$ cat config.mk
export PLATFORM = sky130hd
export DESIGN_NAME = fwd_hazard_ctrl
export DESIGN_NICKNAME = d
export VERILOG_FILES = /design/src/rtl/fwd_hazard_ctrl.sv
export SDC_FILE = /design/constraint.sdc
export NUM_CORES = 1
export LEC_CHECK = 0
export ABC_AREA = 0
export BUFFER_PORTS_ARGS = -buffer_cell sky130_fd_sc_hd__buf_2
export CAP_MARGIN = 20
export CORE_ASPECT_RATIO = 0.8
export CORE_MARGIN = 5
export CORE_UTILIZATION = 57
export DETAILED_ROUTE_END_ITERATION = 16
export GPL_TIMING_DRIVEN = 0
export PLACE_DENSITY = 0.91
export SYNTH_ARGS = -nofsm -noshare
export SYNTH_HDL_FRONTEND = slang
export SYNTH_SLANG_ARGS = --single-unit
$ cat constraint.sdc
create_clock -name clk -period 4 [get_ports clk]
set_input_delay 0.4 -clock clk [delete_from_list [all_inputs] [get_ports clk]]
set_output_delay 0.4 -clock clk [all_outputs]
set_load 0.01 [all_outputs]
$ cat src/rtl/fwd_hazard_ctrl.sv
// Forwarding and load-use hazard controller for a 5-stage pipeline.
// Shadows rd/control of in-flight instructions and drives EX operand mux selects.
module fwd_hazard_ctrl #(
    parameter int REG_W = 5,
    parameter int SEL_W = 2
) (
    input  logic             clk,
    input  logic             rst,
    input  logic             id_valid,
    input  logic [REG_W-1:0] id_rs1,
    input  logic [REG_W-1:0] id_rs2,
    input  logic [REG_W-1:0] id_rd,
    input  logic             id_regwrite,
    input  logic             id_memread,
    input  logic             flush,
    output logic [SEL_W-1:0] fwd_a_sel,
    output logic [SEL_W-1:0] fwd_b_sel,
    output logic             stall,
    output logic             ex_bubble
);

    localparam logic [SEL_W-1:0] SEL_RF    = SEL_W'(0);
    localparam logic [SEL_W-1:0] SEL_EXMEM = SEL_W'(1);
    localparam logic [SEL_W-1:0] SEL_MEMWB = SEL_W'(2);
    localparam logic [REG_W-1:0] REG_ZERO  = '0;

    typedef struct packed {
        logic             valid;
        logic [REG_W-1:0] rs1;
        logic [REG_W-1:0] rs2;
        logic [REG_W-1:0] rd;
        logic             regwrite;
        logic             memread;
    } idex_t;

    typedef struct packed {
        logic             valid;
        logic [REG_W-1:0] rd;
        logic             regwrite;
        logic             memread;
    } exmem_t;

    typedef struct packed {
        logic             valid;
        logic [REG_W-1:0] rd;
        logic             regwrite;
    } memwb_t;

    idex_t  idex_d,  idex_q;
    exmem_t exmem_d, exmem_q;
    memwb_t memwb_d, memwb_q;

    logic exmem_can_fwd;
    logic memwb_can_fwd;
    logic load_use;

    // A producer in EX/MEM is usable only if it is not a load; its data is not ready yet.
    always_comb begin
        exmem_can_fwd = exmem_q.valid && exmem_q.regwrite && !exmem_q.memread
                        && (exmem_q.rd != REG_ZERO);
        memwb_can_fwd = memwb_q.valid && memwb_q.regwrite && (memwb_q.rd != REG_ZERO);
    end

    function automatic logic [SEL_W-1:0] pick_sel(input logic [REG_W-1:0] rs);
        logic [SEL_W-1:0] sel;
        sel = SEL_RF;
        if (exmem_can_fwd && (exmem_q.rd == rs)) begin
            sel = SEL_EXMEM;
        end else if (memwb_can_fwd && (memwb_q.rd == rs)) begin
            sel = SEL_MEMWB;
        end
        return sel;
    endfunction

    always_comb begin
        fwd_a_sel = SEL_RF;
        fwd_b_sel = SEL_RF;
        if (idex_q.valid) begin
            fwd_a_sel = pick_sel(idex_q.rs1);
            fwd_b_sel = pick_sel(idex_q.rs2);
        end
    end

    // A load in EX whose rd feeds the ID instruction holds ID for one cycle.
    always_comb begin
        load_use = id_valid && idex_q.valid && idex_q.memread
                   && (idex_q.rd != REG_ZERO)
                   && ((idex_q.rd == id_rs1) || (idex_q.rd == id_rs2));
        stall     = load_use && !flush;
        ex_bubble = stall || flush;
    end

    always_comb begin
        idex_d = '0;
        if (!ex_bubble) begin
            idex_d.valid    = id_valid;
            idex_d.rs1      = id_rs1;
            idex_d.rs2      = id_rs2;
            idex_d.rd       = id_rd;
            idex_d.regwrite = id_regwrite;
            idex_d.memread  = id_memread;
        end

        exmem_d          = '0;
        exmem_d.valid    = idex_q.valid;
        exmem_d.rd       = idex_q.rd;
        exmem_d.regwrite = idex_q.regwrite;
        exmem_d.memread  = idex_q.memread;

        memwb_d          = '0;
        memwb_d.valid    = exmem_q.valid;
        memwb_d.rd       = exmem_q.rd;
        memwb_d.regwrite = exmem_q.regwrite;
    end

    always_ff @(posedge clk) begin
        if (rst) begin
            idex_q  <= '0;
            exmem_q <= '0;
            memwb_q <= '0;
        end else begin
            idex_q  <= idex_d;
            exmem_q <= exmem_d;
            memwb_q <= memwb_d;
        end
    end

endmodule

==> flow_summary_export.csv, run 1 <==
group,metric,value,unit
grt,grt_pass1_wl,4609,um
clocking,worst_setup_hold_path_clk_slew,0.10,ns
logic_synthesis,synth_seq_area_share,48.13,%
floorplan,coreArea,0.002233,sq mm
setup_path,timing.critical_path.fanout_max,4,
layout,drive_above_1_share,19.23,%
drt,drt.antenna.violating_nets,0,
sta,timing_max_transition_violations_final,0,
drt,num_vias,1076,
sta,finalWorstSetupSlack,1.603,ns
clocking,hold_buffers,0,
setup_path,required,3.60,ns
logic_synthesis,yosys_warnings,0,
logic_synthesis,yosysUniqueCellTypes,20,
sta,fin_skew,0.008372,ns
sta,layout_worst_path_cycle_share,59.92,%
logic_synthesis,leading_cell_types_by_total_area_after_synthesis,"dfxtp_1 48%, xnor2_1 11%, xor2_1 7.7%, a21oi_1 6.9%, nor2b_1 6.8%",
clocking,cts_tree,"done",
clocking,tritoncts.num_buffers,5,
sta,tightestPinTransition,0.4960,ns
drt,drc,0,
clocking,clock_tree.htree_level_count,2,
sta,relSlewSlack,66.81,%
floorplan,die_y,53.89,um
clocking,worst_skew_pair.late_latency,0.32,ns
logic_synthesis,mapped_area,0.001373,sq mm
layout,finish.net_count,202,
floorplan,io-pin-count,27,
sta,max_clock_freq,0.4172,GHz
floorplan,die_x,64.87,um
setup_path,timing_worst_setup_path_type,"flip-flop to output pin",
layout,area_growth_syn_to_layout,17.96,%
floorplan,std_cell_rows,15,
sta,setup-tns-final,0,ns
logic_synthesis,post-synth-top-area-fraction,48.13,%
floorplan,initial_utilization,61.46,%
grt,grt_max_degree,11,
clocking,ctsRootBufferMaster,"clkbuf_4",
status,outcome,"complete, no violations",
drt,drt_pass_1_iters,4,
power_and_ir_drop,power.leakage,0.0007214,uW
logic_synthesis,synth_top_cell_by_area,"dfxtp_1",
placed_design,global_placer_s_final_weighted_congestion,0.8364,
grt,global_route.usage.total,17.68,%
logic_synthesis,synth_cells,148,
logic_synthesis,syn_nets,169,
grt,grt_remaining_overflow,0,
clocking,tritoncts_num_sinks,33,
grt,antenna_violations_before_repair,0,
layout,num_antenna_cells,0,
power_and_ir_drop,vdd.ir_drop.worst,0.3695,mV
setup_path,timing.critical_path.arrival,2.00,ns
drt,detail_route.wl_per_cell,13.48,um
clocking,cts.repair_timing.setup_buffer_count,0,
worst_hold_path,hold_class,"primary input to flip-flop",
setup_path,critPathLaunchType,"flip-flop",
floorplan,design.die.area,0.003496,sq mm
setup_path,r2r_setup_slack,2.45,ns
placed_design,placement.io_buffers,26,
clocking,max-clock-path-buffers,2,
logic_synthesis,ys_seq_elements,33,
drt,route.detailed.vias_per_inst,5.198,
run,max_cap_violations,0,
clocking,cts_repair_resize_count,0,
sta,finalHoldViolCount,0,
sta,setup_violations,0,
setup_path,crit_path_end_kind,"output pin",
drt,route.final.wire_length,2791,um
power_and_ir_drop,p_per_area,408.2,mW/mm^2
sta,period_needed,2.397,ns
logic_synthesis,synthesis.area_per_instance,9.274,sq um
grt,grt_pass1_vias,1033,
drt,detailedRoute.firstIterationViolations,33,
placed_design,worst_slack_after_detailed_placement,1.947,ns
sta,setup_repair_after_global_routing_missed_its_margin,"no",
-- metal layers --
layer	wire, um	vias up	global-route usage, %	part of all wire [%]
met4	21	0	4.211	0.75
met5	0	-	0	0
met3	137	4	5.846	4.9
li1	-	560	-	-
met2	1379	28	33.11	49
met1	1253	484	19.67	45
-- worst max-delay path, stage by stage (launching register included) --
cell and delay [ns]:
dfxtp_1 0.35, or4_1 0.56, o2111ai_2 0.22, nor4_1 0.12
nor4_2 0.26, buf_2 0.17
-- per-stage QoR --
step                      total power, uW  util [%]  hold slack (ns)  instances  cell area (sq um)
after detailed placement            414.3     68.68           0.4226        199               1534
after CTS                           662.0     72.49           0.2827        207               1619
after floorplan                     391.7         -           0.4138        148               1373
after global placement              411.2     68.68           0.4198        199               1534
after global routing                688.0     72.49           0.2749        207               1619
final                               660.9     72.49           0.2887        207               1619
-- registers in the layout (all words and copies together), names as in the netlist --
signal	flops
idex_q	10
exmem_d	8
exmem_q	8
memwb_q	7
-- worst paths after layout --
kind                            startpoint            to  cells after the start
worst max register to register  exmem_d[2]    idex_q[10]                      5
worst min register to register  exmem_d[1]    exmem_q[1]                      1
worst max-delay path            exmem_q[3]  fwd_a_sel[1]                      5
worst min-delay path              id_rd[0]    exmem_d[2]                      3
-- power by group --
| group | leakage [uW] | internal (uW) | total [uW] | switching [uW] |
|---|---|---|---|---|
| sequential | 0.000270 | 339 | 350 | 10.7 |
| combinational | 0.000406 | 29.3 | 57.3 | 28.1 |
| clock | 0.0000455 | 149 | 254 | 105 |
| total | 0.000721 | 518 | 661 | 143 |
-- cells by family after synthesis --
| logic type | synth area share (%) |
|---|---|
| flip-flops | 48.13 |
| XOR/XNOR | 19.14 |
| buffers and inverters | 1.914 |
| AO/OA/AOI/OAI | 9.663 |
| AND/OR/NAND/NOR | 21.15 |
-- cell usage in the layout (no fill, tap or decap), types with 2 or more instances in the layout --
master    count
dfxtp_1      33
clkbuf_1      7
buf_2        26
a21oi_1      19
nor2b_1      15
xnor2_1      18
nor2_1        2
clkbuf_4      5
nor4_1        2
nor3_1        3
nand3_1       6
and2_1        2
or4_1         3
nand2_1      20
xor2_1       12
-- final cells by class --
class | count | area, sq um
Multi-Input combinational cell | 108 | 685.7
Sequential cell | 33 | 660.6
Fill cell | 167 | 614.3
Timing Repair Buffer | 26 | 130.1
Clock buffer | 7 | 55.05
Tap cell | 25 | 31.28
Clock inverter | 1 | 30.03
Buffer | 6 | 22.52
Inverter | 1 | 3.754
-- cells in the mapped netlist --
cell type	count
nor2_1	2
a21o_1	1
o2111ai_2	1
or4_1	3
xnor2_1	18
a21oi_1	19
nor4_2	1
o2111ai_1	1
dfxtp_1	33
nand2_1	20
xor2_1	12
clkbuf_1	6
nor2b_1	15
nor3_1	3
and2_1	2
and3b_1	1
o22ai_1	1
inv_1	1
nor4_1	2
nand3_1	6
No activity file was read; power rests on OpenSTA's default activity.
==> run 2, diff against run 1 <==
--- a/config.mk
+++ b/config.mk
@@ -5,15 +5,15 @@
 export SDC_FILE = /design/constraint.sdc
 export NUM_CORES = 1
 export LEC_CHECK = 0
-export ABC_AREA = 0
+export ABC_AREA = 1
 export BUFFER_PORTS_ARGS = -buffer_cell sky130_fd_sc_hd__buf_2
 export CAP_MARGIN = 20
 export CORE_ASPECT_RATIO = 0.8
 export CORE_MARGIN = 5
-export CORE_UTILIZATION = 57
+export CORE_UTILIZATION = 48
 export DETAILED_ROUTE_END_ITERATION = 16
 export GPL_TIMING_DRIVEN = 0
-export PLACE_DENSITY = 0.91
+export PLACE_DENSITY = 0.82
 export SYNTH_ARGS = -nofsm -noshare
 export SYNTH_HDL_FRONTEND = slang
 export SYNTH_SLANG_ARGS = --single-unit
==> constraint.sdc (replaced) <==
create_clock -name clk -period 2 [get_ports clk]
set_input_delay 0.2 -clock clk [delete_from_list [all_inputs] [get_ports clk]]
set_output_delay 0.2 -clock clk [all_outputs]
set_load 0.01 [all_outputs]
==> run 2 against run 1 <==
Effect of this change:
- core utilization decreased by 13 points
- largest power group unchanged
- register-to-register slack got worse by 1.8 ns
- synthesized cell count increased by 32%
- critical path depth increased by 1
- die area increased by 19%
- combinational power increased by 110%
- sequential share of layout area decreased by 1.3 points
- setup slack got worse by 1.3 ns
- first-iteration DRC count decreased by 21%
- clock-buffer cell count decreased by 2
- via count increased by 11%
- critical endpoint is now fwd_b_sel[1]
- worst hold slack got worse by 0.16 ns
==> flow_summary_export.csv, run 2 <==
group,metric,value,unit
floorplan,initial_utilization,50.85,%
worst_hold_path,hold-path-endpoint,"exmem_d[4]",
floorplan,std_cell_rows,17,
clocking,tritoncts.num_buffers,5,
logic_synthesis,mapped_area,0.001428,sq mm
floorplan,design.die.area,0.004172,sq mm
clocking,worst_skew_pair.late_latency,0.28,ns
floorplan,coreArea,0.002808,sq mm
placed_design,post-dp-hpwl,2163,um
clocking,worst_setup_hold_path_clk_slew,0.06,ns
power_and_ir_drop,p_sw_share,23.72,%
grt,gr-max-usage-layer,"met2",
logic_synthesis,yosys_warnings,0,
logic_synthesis,postSynth.asyncResetShare,0,%
power_and_ir_drop,vdd.ir_drop.worst,0.5753,mV
setup_path,critPathLaunchType,"flip-flop",
setup_path,timing.critical_path.arrival,1.47,ns
grt,grt_pass1_vias,1094,
clocking,clock_tree.htree_level_count,2,
setup_path,cell_depth_of_the_worst_flop_to_flop_path,10,
run,max_cap_violations,0,
sta,relSlewSlack,71.06,%
drt,num_vias,1193,
drt,route.final.wire_length,2714,um
sta,setup_repair_after_global_routing_missed_its_margin,"no",
sta,period_needed,1.672,ns
setup_path,r2r_setup_slack,0.63,ns
grt,grt_max_degree,11,
layout,finish.net_count,249,
clocking,max-clock-path-buffers,2,
power_and_ir_drop,power.leakage,0.0008770,uW
logic_synthesis,yosysUniqueCellTypes,19,
logic_synthesis,synth_enable_flop_cells,0,
clocking,cts_repair_resize_count,0,
grt,met3_usage,4.437,%
drt,drt.antenna.violating_nets,0,
logic_synthesis,synth.most_common_cell,"nor2_1",
clocking,tritoncts_num_sinks,33,
grt,antenna_violations_before_repair,0,
power_and_ir_drop,share_comb_of_total_power,9.7,%
logic_synthesis,post-synth-top-area-fraction,46.28,%
setup_path,regToRegStartpoint,"exmem_d[3]",
sta,timing_max_transition_violations_final,0,
sta,fin_skew,0.005998,ns
layout,largest_register_ffs,10,
power_and_ir_drop,p_per_area,754.3,mW/mm^2
setup_path,timing_worst_setup_path_type,"flip-flop to output pin",
worst_hold_path,worstHoldPathCells,3,
drt,drt_pass_1_iters,4,
floorplan,die_y,58.78,um
logic_synthesis,synth-main-ff-cell,"dfxtp_1",
drt,route.detailed.vias_per_inst,4.502,
logic_synthesis,synthesis.area_per_instance,7.284,sq um
floorplan,die_x,70.98,um
layout,final_cell_mix,"46 x nor2_1, 41 x inv_1, 33 x dfxtp_1",
sta,fin_hold_ws,0.1313,ns
grt,global_route.usage.total,13.74,%
logic_synthesis,post_synth_most_frequent_cells,"46 x nor2_1, 41 x inv_1, 33 x dfxtp_1",
logic_synthesis,synth_top_cell_by_area,"dfxtp_1",
placed_design,placement.io_buffers,25,
logic_synthesis,ys_seq_elements,33,
placed_design,worst_slack_after_detailed_placement,0.6087,ns
status,outcome,"complete, no violations",
setup_path,worstReg2RegEnd,"idex_q[15]",
logic_synthesis,leading_cell_types_by_total_area_after_synthesis,"dfxtp_1 46%, nor2_1 12%, inv_1 11%, xnor2_1 8.0%, nand2_1 7.4%",
sta,finalHoldViolCount,0,
logic_synthesis,synth_seq_area_share,46.28,%
layout,registers.top_by_ff_count,"idex_q",
worst_hold_path,hp-start,"id_rd[2]",
grt,global_route.usage.met1,16.41,%
power_and_ir_drop,clock_network_fraction_of_design_power,35.0,%
power_and_ir_drop,net-switching-power,299.6,uW
grt,grt_remaining_overflow,0,
setup_path,timing.critical_path.fanout_max,4,
placed_design,global_placer_s_final_weighted_congestion,0.8559,
clocking,hold_buffers,0,
sta,setup-tns-final,0,ns
sta,max_clock_freq,0.5979,GHz
drt,detailedRoute.firstIterationViolations,26,
logic_synthesis,syn_nets,217,
setup_path,crit_path_end_kind,"output pin",
layout,area_growth_syn_to_layout,17.27,%
sta,finalWorstSetupSlack,0.3275,ns
layout,layout_commonest_cell,"nor2_1",
layout,drive_above_1_share,15.86,%
layout,num_antenna_cells,0,
drt,detail_route.wl_per_cell,10.24,um
grt,globalRouteMet2Util,22.85,%
clocking,ctsRootBufferMaster,"clkbuf_8",
worst_hold_path,hold_class,"primary input to flip-flop",
power_and_ir_drop,p_int,963.2,uW
placed_design,dpl_cell_area,0.001600,sq mm
sta,setup_violations,0,
setup_path,required,1.80,ns
logic_synthesis,synth_cells,196,
clocking,cts_tree,"done",
clocking,cts.repair_timing.setup_buffer_count,0,
grt,grt_pass1_wl,4374,um
sta,tightestPinTransition,0.4296,ns
drt,drc,0,
sta,layout_worst_path_cycle_share,83.62,%
floorplan,io-pin-count,27,
power_and_ir_drop,sequential_group_share_of_total_power,55.3,%
layout,design_area,0.001674,sq mm
run 2: cell count changes after synthesis, moves of 7 or more:
cell     change
xor2_1       -7
a21oi_1     -16
inv_1       +40
nor2_1      +44
nand2_1      +8
nor2b_1     -15
run 2: cell type report:
cell class	count	area, sq um
plain buffers	3	20.02
clock buffers	5	68.82
clock inverters	1	5.005
fillers	273	1134
inverters	41	153.9
multi-input cells	119	593.1
flip-flops and latches	33	660.6
well taps	38	47.55
repair buffers	25	125.1
run 2: critical path, stage by stage (launching register included):
cell and delay (ns):
dfxtp_1 0.34, inv_1 0.08, nand2_1 0.06, o21ai_0 0.38, nor3_1 0.10, nor2_1 0.11, buf_2 0.13
run 2: power by group through the flow:
stage,registers (uW),clock network (uW),logic (uW)
after floorplan,707,0,84.7
after global placement,711,0,121
after detailed placement,712,0,124
after CTS,697,442,125
after global routing,700,474,141
final,698,442,123
run 2: cells by family (layout without fill, tap and decap cells):
| family | after synthesis | count (layout) | synth area share, % |
|---|---|---|---|
| buffers and inverters | 44 | 75 | 12.18 |
| AND/OR/NAND/NOR | 95 | 95 | 28.31 |
| flip-flops | 33 | 33 | 46.27 |
| XOR/XNOR | 18 | 18 | 11.04 |
| AO/OA/AOI/OAI | 6 | 6 | 2.191 |
run 2: stage by stage:
| step | std cells | total power [uW] | utilization (%) |
|---|---|---|---|
| 5_1_grt | 265 | 1316 | 59.63 |
| 6_report | 265 | 1263 | 59.63 |
| 3_3_place_gp | 259 | 832.1 | 57.00 |
| 4_1_cts | 265 | 1264 | 59.63 |
| 2_1_floorplan | 196 | 791.5 | - |
| 3_5_place_dp | 259 | 835.8 | 57.00 |
run 2: how the worst max path moves through the flow:
stage	start	to	slack, ns	depth (start not counted)
floorplan	exmem_q[1]	fwd_b_sel[0]	0.74	4
global placement	exmem_d[3]	idex_q[11]	0.63	10
detailed placement	exmem_d[3]	exmem_d[6]	0.61	10
CTS	exmem_q[5]	fwd_b_sel[1]	0.32	6
global route	exmem_q[5]	fwd_b_sel[1]	0.20	6
finish	exmem_q[2]	fwd_b_sel[1]	0.33	6
run 2: metal layers:
metal	up-vias	routed length, um	part of all wire (%)
li1	639	-	-
met1	515	1262	46
met2	33	1251	46
met3	6	162	6.0
met4	0	38	1.4
met5	-	0	0
==> run 3, diff against run 2 <==
==> constraint.sdc (replaced) <==
create_clock -name clk -period 1.49 [get_ports clk]
set_input_delay 0.149 -clock clk [delete_from_list [all_inputs] [get_ports clk]]
set_output_delay 0.149 -clock clk [all_outputs]
set_load 0.01 [all_outputs]
==> run 3 against run 2 <==
Effect of this change:
- the run now ends with negative setup slack left
- clock-buffer cell count unchanged
- via count up 3.2%
- critical path depth stayed put
- combinational power up 49%
- non-clock buffer count unchanged
- worst hold slack got worse by 0.059 ns
- highest routed layer unchanged
- sequential share of layout area is 0.83 points lower
- setup slack lost 0.35 ns
==> flow_summary_export.csv, run 3 (synthesized netlist as in run 2, its figures left out) <==
group,metric,value,unit
layout,finish.net_count,249,
floorplan,initial_utilization,50.85,%
placed_design,dpl_cell_area,0.001600,sq mm
grt,grt_pass1_vias,1115,
sta,setup_violations,4,
setup_path,r2r_setup_slack,0.12,ns
floorplan,die_y,58.78,um
clocking,tritoncts.num_buffers,5,
placed_design,post-dp-hpwl,2163,um
floorplan,die_x,70.98,um
drt,route.final.wire_length,3007,um
grt,grt_remaining_overflow,0,
drt,detail_route.wl_per_cell,11.35,um
floorplan,io-pin-count,27,
layout,area_growth_syn_to_layout,25.68,%
setup_path,critPathSlowestCell,"dfxtp_2",
clocking,max-clock-path-buffers,2,
sta,timing_max_transition_violations_final,0,
setup_path,crit_path_end_kind,"output pin",
sta,setup_repair_after_global_routing_missed_its_margin,"yes",
layout,fin_cells,265,
layout,largest_register_ffs,10,
layout,drive_above_1_share,32.16,%
worst_hold_path,hold_class,"primary input to flip-flop",
grt,antenna_violations_before_repair,0,
layout,final_cell_mix,"45 x nor2_1, 34 x inv_1, 27 x nand2_1",
sta,layout_worst_path_cycle_share,101.4,%
drt,detailedRoute.firstIterationViolations,43,
run,max_cap_violations,0,
status,violations_in_the_final_reports,"negative setup slack",
drt,drc,0,
sta,finalHoldViolCount,0,
setup_path,required,1.34,ns
setup_path,worstPathCellList,"inv_1 > nand3_2 > o21ai_4 > nor3_2 > nor2_1 > buf_2",
setup_path,cp_slowest_stage_delay,0.34,ns
setup_path,timing.critical_path.fanout_max,4,
layout,layout_commonest_cell,"nor2_1",
drt,drt.antenna.violating_nets,0,
placed_design,worst_slack_after_detailed_placement,0.09867,ns
setup_path,timing_worst_setup_path_type,"flip-flop to output pin",
clocking,ctsRootBufferMaster,"clkbuf_8",
drt,drt_pass_1_iters,4,
drt,route.detailed.vias_per_inst,4.645,
placed_design,placement.io_buffers,25,
placed_design,numPlacedInstances,259,
sta,tightestPinTransition,0.4292,ns
layout,registers.top_by_ff_count,"idex_q",
status,outcome,"complete, but fails checks",
drt,num_vias,1231,
power_and_ir_drop,p_per_area,956.5,mW/mm^2
sta,relSlewSlack,71.39,%
clocking,clock_tree.htree_level_count,2,
clocking,tritoncts_num_sinks,33,
floorplan,coreArea,0.002808,sq mm
layout,design_area,0.001794,sq mm
power_and_ir_drop,total_power,1716,uW
sta,fin_skew,0.007499,ns
sta,max_clock_freq,0.6620,GHz
sta,finalWorstSetupSlack,-0.02054,ns
sta,period_needed,1.511,ns
clocking,worst_setup_hold_path_clk_slew,0.06,ns
power_and_ir_drop,vdd.ir_drop.worst,0.8155,mV
power_and_ir_drop,power.leakage,0.0009090,uW
sta,setup-tns-final,-0.04977,ns
clocking,cts_tree,"done",
setup_path,critical_path.n_buffers_inverters,2,
floorplan,design.die.area,0.004172,sq mm
setup_path,critPathLaunchType,"flip-flop",
clocking,worst_skew_pair.late_latency,0.28,ns
placed_design,global_placer_s_final_weighted_congestion,0.8559,
setup_path,critical_path.top_delay_family,"flip-flops",
floorplan,std_cell_rows,17,
layout,num_antenna_cells,0,
grt,global_route.usage.total,14.06,%
grt,grt_pass1_wl,4471,um
setup_path,timing.critical_path.arrival,1.36,ns
grt,grt_max_degree,11,
[run 3: cell counts in the layout (fill, tap and decap cells not counted)]
No cell type changed its count.
[run 3: final timing paths]
kind / start / to / cells after the start
worst max-delay path: exmem_q[4] / fwd_b_sel[1] / 6
worst min-delay path: id_rd[2] / exmem_d[4] / 3
worst max register to register: exmem_d[2] / idex_q[8] / 10
worst min register to register: exmem_d[1] / exmem_q[1] / 2
[run 3: what timing repair did]
item / CTS / global route
gates resized for setup: 15 / 31
setup buffers: 1 / 0
endpoints found under the hold margin: 0 / 0
hold buffers: 0 / 0
setup endpoints to repair: 6 / 16
pin swaps: 6 / 12
[run 3: worst register-to-register path, delay by kind of cell (launching register included)]
kind	cells	cell delay, ns
simple gates	8	0.69
buf+inv	2	0.20
flops	1	0.36
[run 3: cell type report]
cell class / instances / area, sq um
clock inverters: 1 / 5.005
repair buffers: 26 / 132.6
flip-flops and latches: 33 / 693.2
well taps: 38 / 47.55
fillers: 256 / 1013
plain buffers: 2 / 8.758
multi-input cells: 119 / 681.9
inverters: 41 / 156.4
clock buffers: 5 / 68.82
[run 3: per-layer routing]
layer  track usage [%]  routed length, um  vias to the layer above
met5                 0                  0                        -
met4             6.971                 48                        0
met3             4.608                198                        6
met2             22.85               1447                       37
met1             16.82               1312                      547
li1                  -                  -                      641
[run 3: stage by stage]
step | hold slack, ns | utilization [%]
3_5_place_dp | 0.3679 | 57.00
4_1_cts | 0.07456 | 60.61
2_1_floorplan | 0.2612 | -
6_report | 0.07204 | 63.90
5_1_grt | 0.07934 | 63.90
3_3_place_gp | 0.3607 | 57.00
[run 3: power breakdown]
part / internal, uW / switching [uW] / total (uW)
Sequential: 908 / 29.7 / 937
Combinational: 80.6 / 102 / 183
Clock: 306 / 289 / 596
Total: 1290 / 421 / 1720
